### src/rtl/fifo_read_streamer_if.sv
// Bundles the async_fifo read port and the downstream valid/ready stream of fifo_read_streamer.
// p_word_count and COUNT_BITS exist only when FIFO_RD_STREAM_COUNT_EN is defined.
interface fifo_read_streamer_if #(
    parameter int BITS = 32
`ifdef FIFO_RD_STREAM_COUNT_EN
    , parameter int COUNT_BITS = 16
`endif
);
    logic            p_read_en;
    logic [BITS-1:0] p_read_data;
    logic            p_read_empty;
    logic            p_out_valid;
    logic            p_out_ready;
    logic [BITS-1:0] p_out_data;
`ifdef FIFO_RD_STREAM_COUNT_EN
    logic [COUNT_BITS-1:0] p_word_count;
`endif

    // The streamer drives master; the FIFO and the downstream sink together form slave.
    modport master (
        input  p_read_data, p_read_empty, p_out_ready,
`ifdef FIFO_RD_STREAM_COUNT_EN
        output p_word_count,
`endif
        output p_read_en, p_out_valid, p_out_data
    );

    modport slave (
        output p_read_data, p_read_empty, p_out_ready,
`ifdef FIFO_RD_STREAM_COUNT_EN
        input  p_word_count,
`endif
        input  p_read_en, p_out_valid, p_out_data
    );
endinterface

### src/rtl/fifo_read_streamer.sv
// Read-side async_fifo consumer: pops words into a small skid buffer and streams them out as valid/ready.
// Defining FIFO_RD_STREAM_COUNT_EN adds a delivered-word counter on p_word_count.
module fifo_read_streamer #(
    parameter int BITS      = 32,
    parameter int BUF_DEPTH = 4
`ifdef FIFO_RD_STREAM_COUNT_EN
    , parameter int COUNT_BITS = 16
`endif
) (
    input logic                  read_clk,
    input logic                  read_rst_n,
    fifo_read_streamer_if.master bus
);
    localparam int PTR_W = $clog2(BUF_DEPTH);
    localparam int OCC_W = $clog2(BUF_DEPTH + 1);
    localparam logic [OCC_W-1:0] POP_LIMIT = OCC_W'(BUF_DEPTH - 1);

    logic [BITS-1:0]  r_buf [BUF_DEPTH];
    logic [PTR_W-1:0] r_wr_ptr;
    logic [PTR_W-1:0] r_rd_ptr;
    logic [OCC_W-1:0] r_occ;
    logic             r_inflight;

    logic [OCC_W-1:0] w_level;
    logic [OCC_W-1:0] w_occ_next;
    logic             w_pop;
    logic             w_capture;
    logic             w_out_valid;
    logic             w_transfer;

    // The in-flight word already owns a slot, so it counts against the pop budget.
    assign w_level     = r_occ + OCC_W'(r_inflight);
    assign w_pop       = read_rst_n && !bus.p_read_empty && (w_level < POP_LIMIT);
    assign w_capture   = r_inflight;
    assign w_out_valid = (r_occ != '0);
    assign w_transfer  = w_out_valid && bus.p_out_ready;

    assign bus.p_read_en   = w_pop;
    assign bus.p_out_valid = w_out_valid;
    assign bus.p_out_data  = w_out_valid ? r_buf[r_rd_ptr] : '0;

    always_comb begin
        // NOTE: default assigned first so every path drives w_occ_next and no latch is inferred.
        w_occ_next = r_occ;
        unique case ({w_capture, w_transfer})
            2'b10:   w_occ_next = r_occ + OCC_W'(1);
            2'b01:   w_occ_next = r_occ - OCC_W'(1);
            default: w_occ_next = r_occ;
        endcase
    end

    always_ff @(posedge read_clk or negedge read_rst_n) begin
        if (!read_rst_n) begin
            // NOTE: non-blocking assignments so every register updates from pre-edge values.
            r_occ      <= '0;
            r_inflight <= 1'b0;
            r_wr_ptr   <= '0;
            r_rd_ptr   <= '0;
        end else begin
            r_occ      <= w_occ_next;
            r_inflight <= w_pop;
            if (w_capture) r_wr_ptr <= r_wr_ptr + PTR_W'(1);
            if (w_transfer) r_rd_ptr <= r_rd_ptr + PTR_W'(1);
        end
    end

    // NOTE: storage is deliberately not reset; p_out_data is masked while empty so stale entries never leak.
    always_ff @(posedge read_clk) begin
        if (w_capture) r_buf[r_wr_ptr] <= bus.p_read_data;
    end

`ifdef FIFO_RD_STREAM_COUNT_EN
    logic [COUNT_BITS-1:0] r_word_count;

    always_ff @(posedge read_clk or negedge read_rst_n) begin
        if (!read_rst_n) r_word_count <= '0;
        else if (w_transfer) r_word_count <= r_word_count + COUNT_BITS'(1);
    end

    assign bus.p_word_count = r_word_count;
`endif
endmodule
### src/flat_wrapper.sv
// flat-port wrapper written by rule: the top's interface ports become plain ports
module fifo_read_streamer_flat 
#(
    parameter int BITS      = 32,
    parameter int BUF_DEPTH = 4

)
  (read_clk, read_rst_n, bus_p_read_data, bus_p_read_empty, bus_p_out_ready, bus_p_read_en, bus_p_out_valid, bus_p_out_data);
  fifo_read_streamer_if #(.BITS(BITS)) bus_i ();
  input logic read_clk;
  input logic read_rst_n;
  input wire logic [$bits(bus_i.p_read_data)-1:0] bus_p_read_data;
  input wire logic [$bits(bus_i.p_read_empty)-1:0] bus_p_read_empty;
  input wire logic [$bits(bus_i.p_out_ready)-1:0] bus_p_out_ready;
  output wire logic [$bits(bus_i.p_read_en)-1:0] bus_p_read_en;
  output wire logic [$bits(bus_i.p_out_valid)-1:0] bus_p_out_valid;
  output wire logic [$bits(bus_i.p_out_data)-1:0] bus_p_out_data;
  assign bus_i.p_read_data = bus_p_read_data;
  assign bus_i.p_read_empty = bus_p_read_empty;
  assign bus_i.p_out_ready = bus_p_out_ready;
  assign bus_p_read_en = bus_i.p_read_en;
  assign bus_p_out_valid = bus_i.p_out_valid;
  assign bus_p_out_data = bus_i.p_out_data;
  fifo_read_streamer #(.BITS(BITS), .BUF_DEPTH(BUF_DEPTH)) u_core (.read_clk(read_clk), .read_rst_n(read_rst_n), .bus(bus_i));
endmodule
### config.mk
export PLATFORM = sky130hd
export DESIGN_NAME = fifo_read_streamer_flat
export DESIGN_NICKNAME = d
export VERILOG_FILES = /design/src/rtl/fifo_read_streamer_if.sv /design/src/rtl/fifo_read_streamer.sv /design/src/flat_wrapper.sv
export SDC_FILE = /design/constraint.sdc
export NUM_CORES = 1
export LEC_CHECK = 0
export ABC_AREA = 1
export BUFFER_PORTS_ARGS = -buffer_cell sky130_fd_sc_hd__buf_2
export CAP_MARGIN = 10
export CORE_UTILIZATION = 58
export DETAILED_ROUTE_END_ITERATION = 8
export PLACE_DENSITY_LB_ADDON = 0.1
export SLEW_MARGIN = 20
export SYNTH_ARGS = -nofsm -noshare
export SYNTH_HDL_FRONTEND = slang
export SYNTH_SLANG_ARGS = --single-unit
### constraint.sdc
create_clock -name read_clk -period 2.3 [get_ports read_clk]
set_input_delay 0.345 -clock read_clk [delete_from_list [all_inputs] [get_ports read_clk]]
set_output_delay 0.345 -clock read_clk [all_outputs]
set_load 0.02 [all_outputs]
== Word-level counts from Yosys, hierarchy flattened ==
Memory sizes are Yosys's and may differ from the RTL's.
Cells that the tools add are included.

* Order comparisons: 1
* Multiplexer cells: 4
* Equality and inequality tests: 2
* Reduce and logical (&&, ||, !) cells: 6
* Add/sub/neg operators: 5

{| class="wikitable"
|+ Operators with widths
! cell !! number
|-
| $mux W32 || 1
|-
| $pmux W3 S2 || 1
|-
| $add A2 B1 Y2 const B || 2
|-
| $add A3 B1 Y3 || 1
|-
| $add A3 B1 Y3 const B || 1
|-
| $logic_and A1 B1 Y1 || 3
|-
| $lt A3 B2 Y1 const B || 1
|-
| $reduce_bool A3 Y1 || 1
|-
| $sub A3 B1 Y3 const B || 1
|-
| $eq A2 B1 Y1 const B || 1
|-
| $eq A2 B2 Y1 const B || 1
|-
| $mux W1 || 2
|-
| $reduce_bool A2 Y1 || 1
|-
| $logic_not A1 Y1 || 1
|}

* Word-level logic and storage cells: 23
* Bits of input ports: 36
* Memories: 1
* Bits in registers: 8
* Bits in writable memories: 128
* Output and inout port bits: 34

{| class="wikitable"
|+ Memories
! name !! words !! width !! read ports !! clocked after memory_dff !! wr ports !! line !! RTL
|-
| u_core.r_buf || 4 || 32 || 1 || 0 || 1 || fifo_read_streamer.sv:18 || <nowiki>logic [BITS-1:0] r_buf [BUF_DEPTH];</nowiki>
|}

== Logic depth before layout (Yosys ltp) ==
* Depth after elaboration: 4
* Depth in mapped cells: 12
* Depth with buffers taken out: 12

== Worst setup path before layout ==
Ideal clock, no wire load.

* Path type: register -> register
* Start: reg u_core.r_occ[0]
* End: reg u_core.r_occ[1]
* Path slack: 564 ps
* Data arrival time: 1653 ps
* Data required time: 2217 ps
* Path buffers: 0
* Library setup time: 83 ps
* Clock period less this slack: 1736 ps
* Stages on the path, launching flop included: 9
* Path through: dfrtp_1 inv_2 nand3_2 nand2_1 inv_1 ha_1 inv_1 fa_1 o21ai_0

* Cells in the longest elaborated chain, start to end: 4
* Elaborated cells between the ends (all ways): 8
* Those cells by class: 2 x add/sub; 2 x eq/ne; 1 x mux; 3 x reduce/logical

{| class="wikitable"
|+ RTL lines
! item !! line !! RTL
|-
| start: declaration || fifo_read_streamer.sv:21 || <nowiki>logic [OCC_W-1:0] r_occ;</nowiki>
|-
| start signal: assignment || fifo_read_streamer.sv:60 || <nowiki>r_occ <= w_occ_next;</nowiki>
|-
| $reduce_bool A3 Y1 * || fifo_read_streamer.sv:35 || <nowiki>assign w_out_valid = (r_occ != '0);</nowiki>
|-
| named net bus_p_out_valid || flat_wrapper.sv:16 || <nowiki>output wire logic [$bits(bus_i.p_out_valid)-1:0] bus_p_out_valid;</nowiki>
|-
| $logic_and A1 B1 Y1 * || fifo_read_streamer.sv:36 || <nowiki>assign w_transfer = w_out_valid && bus.p_out_ready;</nowiki>
|-
| named net u_core.w_transfer || fifo_read_streamer.sv:29 || <nowiki>logic w_transfer;</nowiki>
|-
| $eq A2 B1 Y1 or $eq A2 B2 Y1 (tied branches) || fifo_read_streamer.sv:45 || <nowiki>unique case ({w_capture, w_transfer})</nowiki>
|-
| $pmux W3 S2 or $reduce_bool A2 Y1 (tied branches) || n/a ||
|}

Mark *: on every way through the listed nets, which the timed path passes. The rest lies on a longest branch.
A chain may end at the register's enable or synchronous reset.

== Worst setup path after layout ==
* Start: reg u_core.r_rd_ptr[1]
* End: out bus_p_out_data[30]

* Cells in the longest elaborated chain, start to end: 2

{| class="wikitable"
|+ RTL lines
! item !! line !! RTL
|-
| start: declaration || fifo_read_streamer.sv:20 || <nowiki>logic [PTR_W-1:0] r_rd_ptr;</nowiki>
|-
| start signal: assignment || fifo_read_streamer.sv:63 || <nowiki>if (w_transfer) r_rd_ptr <= r_rd_ptr + PTR_W'(1);</nowiki>
|-
| $mem_v2 Z4 W32 || n/a ||
|-
| $mux W32 || fifo_read_streamer.sv:40 || <nowiki>assign bus.p_out_data = w_out_valid ? r_buf[r_rd_ptr] : '0;</nowiki>
|-
| end: declaration || flat_wrapper.sv:17 || <nowiki>output wire logic [$bits(bus_i.p_out_data)-1:0] bus_p_out_data;</nowiki>
|}

Every way passes these cells.

==> impl_metrics.env <==
export IMPL_grt_max_degree=35
export IMPL_reg2reg_slack_ns=0.50
export IMPL_holdPathStages=1
export IMPL_ys_top_cells_by_count="144 x nand2_1, 128 x edfxtp_1, 90 x inv_1"
export IMPL_regArea_mm2=0.00405
export IMPL_min_from="bus_p_read_data[12]"
export IMPL_worstReg2RegEnd="u_core.r_occ[2]"
export IMPL_worst_hold_slack_ns=0.0417
export IMPL_place_hpwl_mm=6.59
export IMPL_rsz0062_at_grt="false"
export IMPL_cp_start_kind="flip-flop"
export IMPL_setup_slack_ns=0.129
export IMPL_routed_wl_mm=11.1
export IMPL_place_ws_ns=0.395
export IMPL_die_x_um=103
export IMPL_wl_per_cell_um=14.0
export IMPL_post_route_min_period_ns=2.17
export IMPL_max_vdd_ir_drop_v=0.000691
export IMPL_vias=3865
export IMPL_start_util_pct=60.3
export IMPL_maxCapViolations=0
export IMPL_cts_tree="done"
export IMPL_clock_path_buffers=2
export IMPL_synth_distinct_cells=23
export IMPL_hold_path_end="u_core.r_buf[1][12]"
export IMPL_path_clk_slew_ns=0.06
export IMPL_multi_input_area_mm2=0.00121
export IMPL_h_tree_depth=4
export IMPL_nFillCells=706
export IMPL_numPortBuffers=69
export IMPL_grt_overflow_total=0
export IMPL_clk_latency_ns=0.51
export IMPL_synth_fp_nets=612
export IMPL_final_period_utilization_pct=94.4
export IMPL_ant_nets=0
export IMPL_fin_cells=793
export IMPL_crit_type="flip-flop to primary output"
export IMPL_rr_startpoint="u_core.r_occ[0]"
export IMPL_syn_to_final_growth_pct=18.5
export IMPL_path_max_fanout=18
export IMPL_clock_skew_ns=0.00526
export IMPL_ys_async_sr_fraction_pct=5.88
export IMPL_ff2ff_path_depth=11
export IMPL_antenna_found_initial=1
export IMPL_root_buffer="clkbuf_8"
export IMPL_drive_gt1_share_pct=25.2
export IMPL_grt_pass1_vias=3757
export IMPL_placed_cells=756
export IMPL_setup_tns_ns=0
export IMPL_yosys_area_top_type="edfxtp_1"
export IMPL_numCtsBuffers=17
export IMPL_finalPower_mw=8.89
export IMPL_coreArea_mm2=0.00986
export IMPL_synth_edf_count=128
export IMPL_ys_seq_elements=136
export IMPL_io_pin_count=70
export IMPL_min_path_type="primary input to flip-flop"
export IMPL_ys_seq_area_share_pct=68.0
export IMPL_status="finished, final reports clean"
export IMPL_max_slew_margin_pct=66.1
export IMPL_synthCells=568
export IMPL_vias_per_cell=4.87
export IMPL_drtIter0Drc=177
export IMPL_final_hold_viol_count=0
export IMPL_track_usage_pct=23.3
export IMPL_power_density_mw_per_mm2=1260
export IMPL_ys_warn_count=0
export IMPL_yosysMostFrequentCell="nand2_1"
export IMPL_synth_area_mm2=0.00594
export IMPL_ys_flop_type="edfxtp_1"
export IMPL_first_pass_iters=4
export IMPL_die_h_um=103
export IMPL_num_rows=36
export IMPL_synth_area_per_cell_um2=10.5
export IMPL_finalSetupViolCount=0
export IMPL_tightest_slew_ns=0.508
export IMPL_drv_slew=0
export IMPL_cts_sinks=136
export IMPL_synth_top_area_share_pct=64.7
export IMPL_place_gp_congestion=0.704
export IMPL_fmaxAchievable_ghz=0.461
export IMPL_crit_required_ns=1.96
export IMPL_die_area_mm2=0.0107
export IMPL_drc_errors=0
export IMPL_ys_top_cells_by_area="edfxtp_1 65%, nand2_1 9.1%, inv_1 5.7%, nand3_1 5.6%, dfrtp_1 3.4%"
export IMPL_cp_arrival_ns=1.83
export IMPL_leakage_nw=3.17
export IMPL_cp_end_kind="primary output"
export IMPL_grt_pass1_wl_mm=17.8
export IMPL_nets=690
-- layout by cell type, fill, tap and decap left out --
cell,netlist,final
nand2_1,144,144
inv_4,0,3
dfrtp_1,8,6
clkinv_2,6,11
clkinv_4,0,1
diode_2,0,1
ha_1,7,7
inv_2,49,46
o21ai_1,2,2
clkbuf_1,7,3
bufinv_16,0,2
dlygate4sd3_1,0,1
edfxtp_1,128,128
buf_4,4,9
inv_1,90,86
xnor2_1,2,2
fa_1,1,1
clkinv_1,1,9
nand3_2,1,1
clkbuf_8,0,1
nand3_1,66,66
o21ai_0,2,2
buf_12,0,4
nand3b_1,1,1
xor2_1,1,1
a21oi_1,32,32
dfrtp_2,0,2
nand4_1,1,1
nor2_1,1,1
buf_6,1,2
clkbuf_16,0,16
buf_2,13,68
-- cell type report --
cell class	instances	area share [%]
diodes	1	0.0355
multi-input cells	261	17.2
repair buffers	84	7.39
well taps	133	2.36
clock buffers	20	6.04
inverters	146	7.99
flip-flops and latches	136	57.4
clock inverters	12	1.55
-- metal layers --
metal | global-route usage [%] | wire length, um | share of wire (%)
met1 | 28.1 | 4550 | 41
met2 | 38.6 | 5700 | 51
met3 | 6.99 | 749 | 6.8
met4 | 11.2 | 69 | 0.62
met5 | 0 | 0 | 0
-- logic make-up after synthesis --
kind of cell    Yosys count  synth area share [%]
compound gates           36                  3.03
xor+xnor                  3                 0.442
fa+ha+maj                 8                  1.81
flops                   136                  68.0
buf+inv                 171                  11.6
simple gates            214                  15.1
-- worst max-delay path, cell delays in order, from the launching register on --
cell	delay, ns
dfrtp_1	0.42
inv_4	0.20
buf_12	0.19
nand3_1	0.09
a21oi_1	0.20
buf_2	0.20
-- worst max path at each step --
stage	start	to	depth (start not counted)
2_1_floorplan	u_core.r_occ[0]	u_core.r_occ[1]	8
3_3_place_gp	u_core.r_rd_ptr[0]	bus_p_out_data[31]	6
3_5_place_dp	u_core.r_rd_ptr[0]	bus_p_out_data[31]	6
4_1_cts	u_core.r_rd_ptr[0]	bus_p_out_data[13]	6
5_1_grt	u_core.r_occ[0]	bus_p_read_en	6
6_report	u_core.r_rd_ptr[1]	bus_p_out_data[30]	5
-- repair_timing --
| action | 4_1_cts | 5_1_grt |
|---|---|---|
| setup endpoints to repair | 27 | 33 |
| hold buffers | 1 | 0 |
| setup buffers | 1 | 2 |
| hold endpoints to repair | 8 | 0 |
| resized for setup | 2 | 7 |
-- power by group --
group,switching [mW],leakage [nW],internal [mW],total [mW]
Combinational,2.23,1.66,1.12,3.35
Sequential,0.127,1.25,2.99,3.12
Clock,0.913,0.266,1.51,2.43
Total,3.27,3.17,5.62,8.89
-- through the flow --
| stage | utilization [%] | cell area [um^2] |
|---|---|---|
| 2_1_floorplan | - | 5940 |
| 3_3_place_gp | 65.5 | 6460 |
| 3_5_place_dp | 65.5 | 6460 |
| 6_report | 71.4 | 7050 |
| 5_1_grt | 71.4 | 7040 |
| 4_1_cts | 71.1 | 7010 |
-- registers in the layout, summed over array words and instances (netlist names) --
signal / count
u_core.r_buf: 128
u_core.r_occ: 3
u_core.r_rd_ptr: 2
u_core.r_wr_ptr: 2
u_core.r_inflight: 1
No activity file was read; power rests on OpenSTA's default activity.
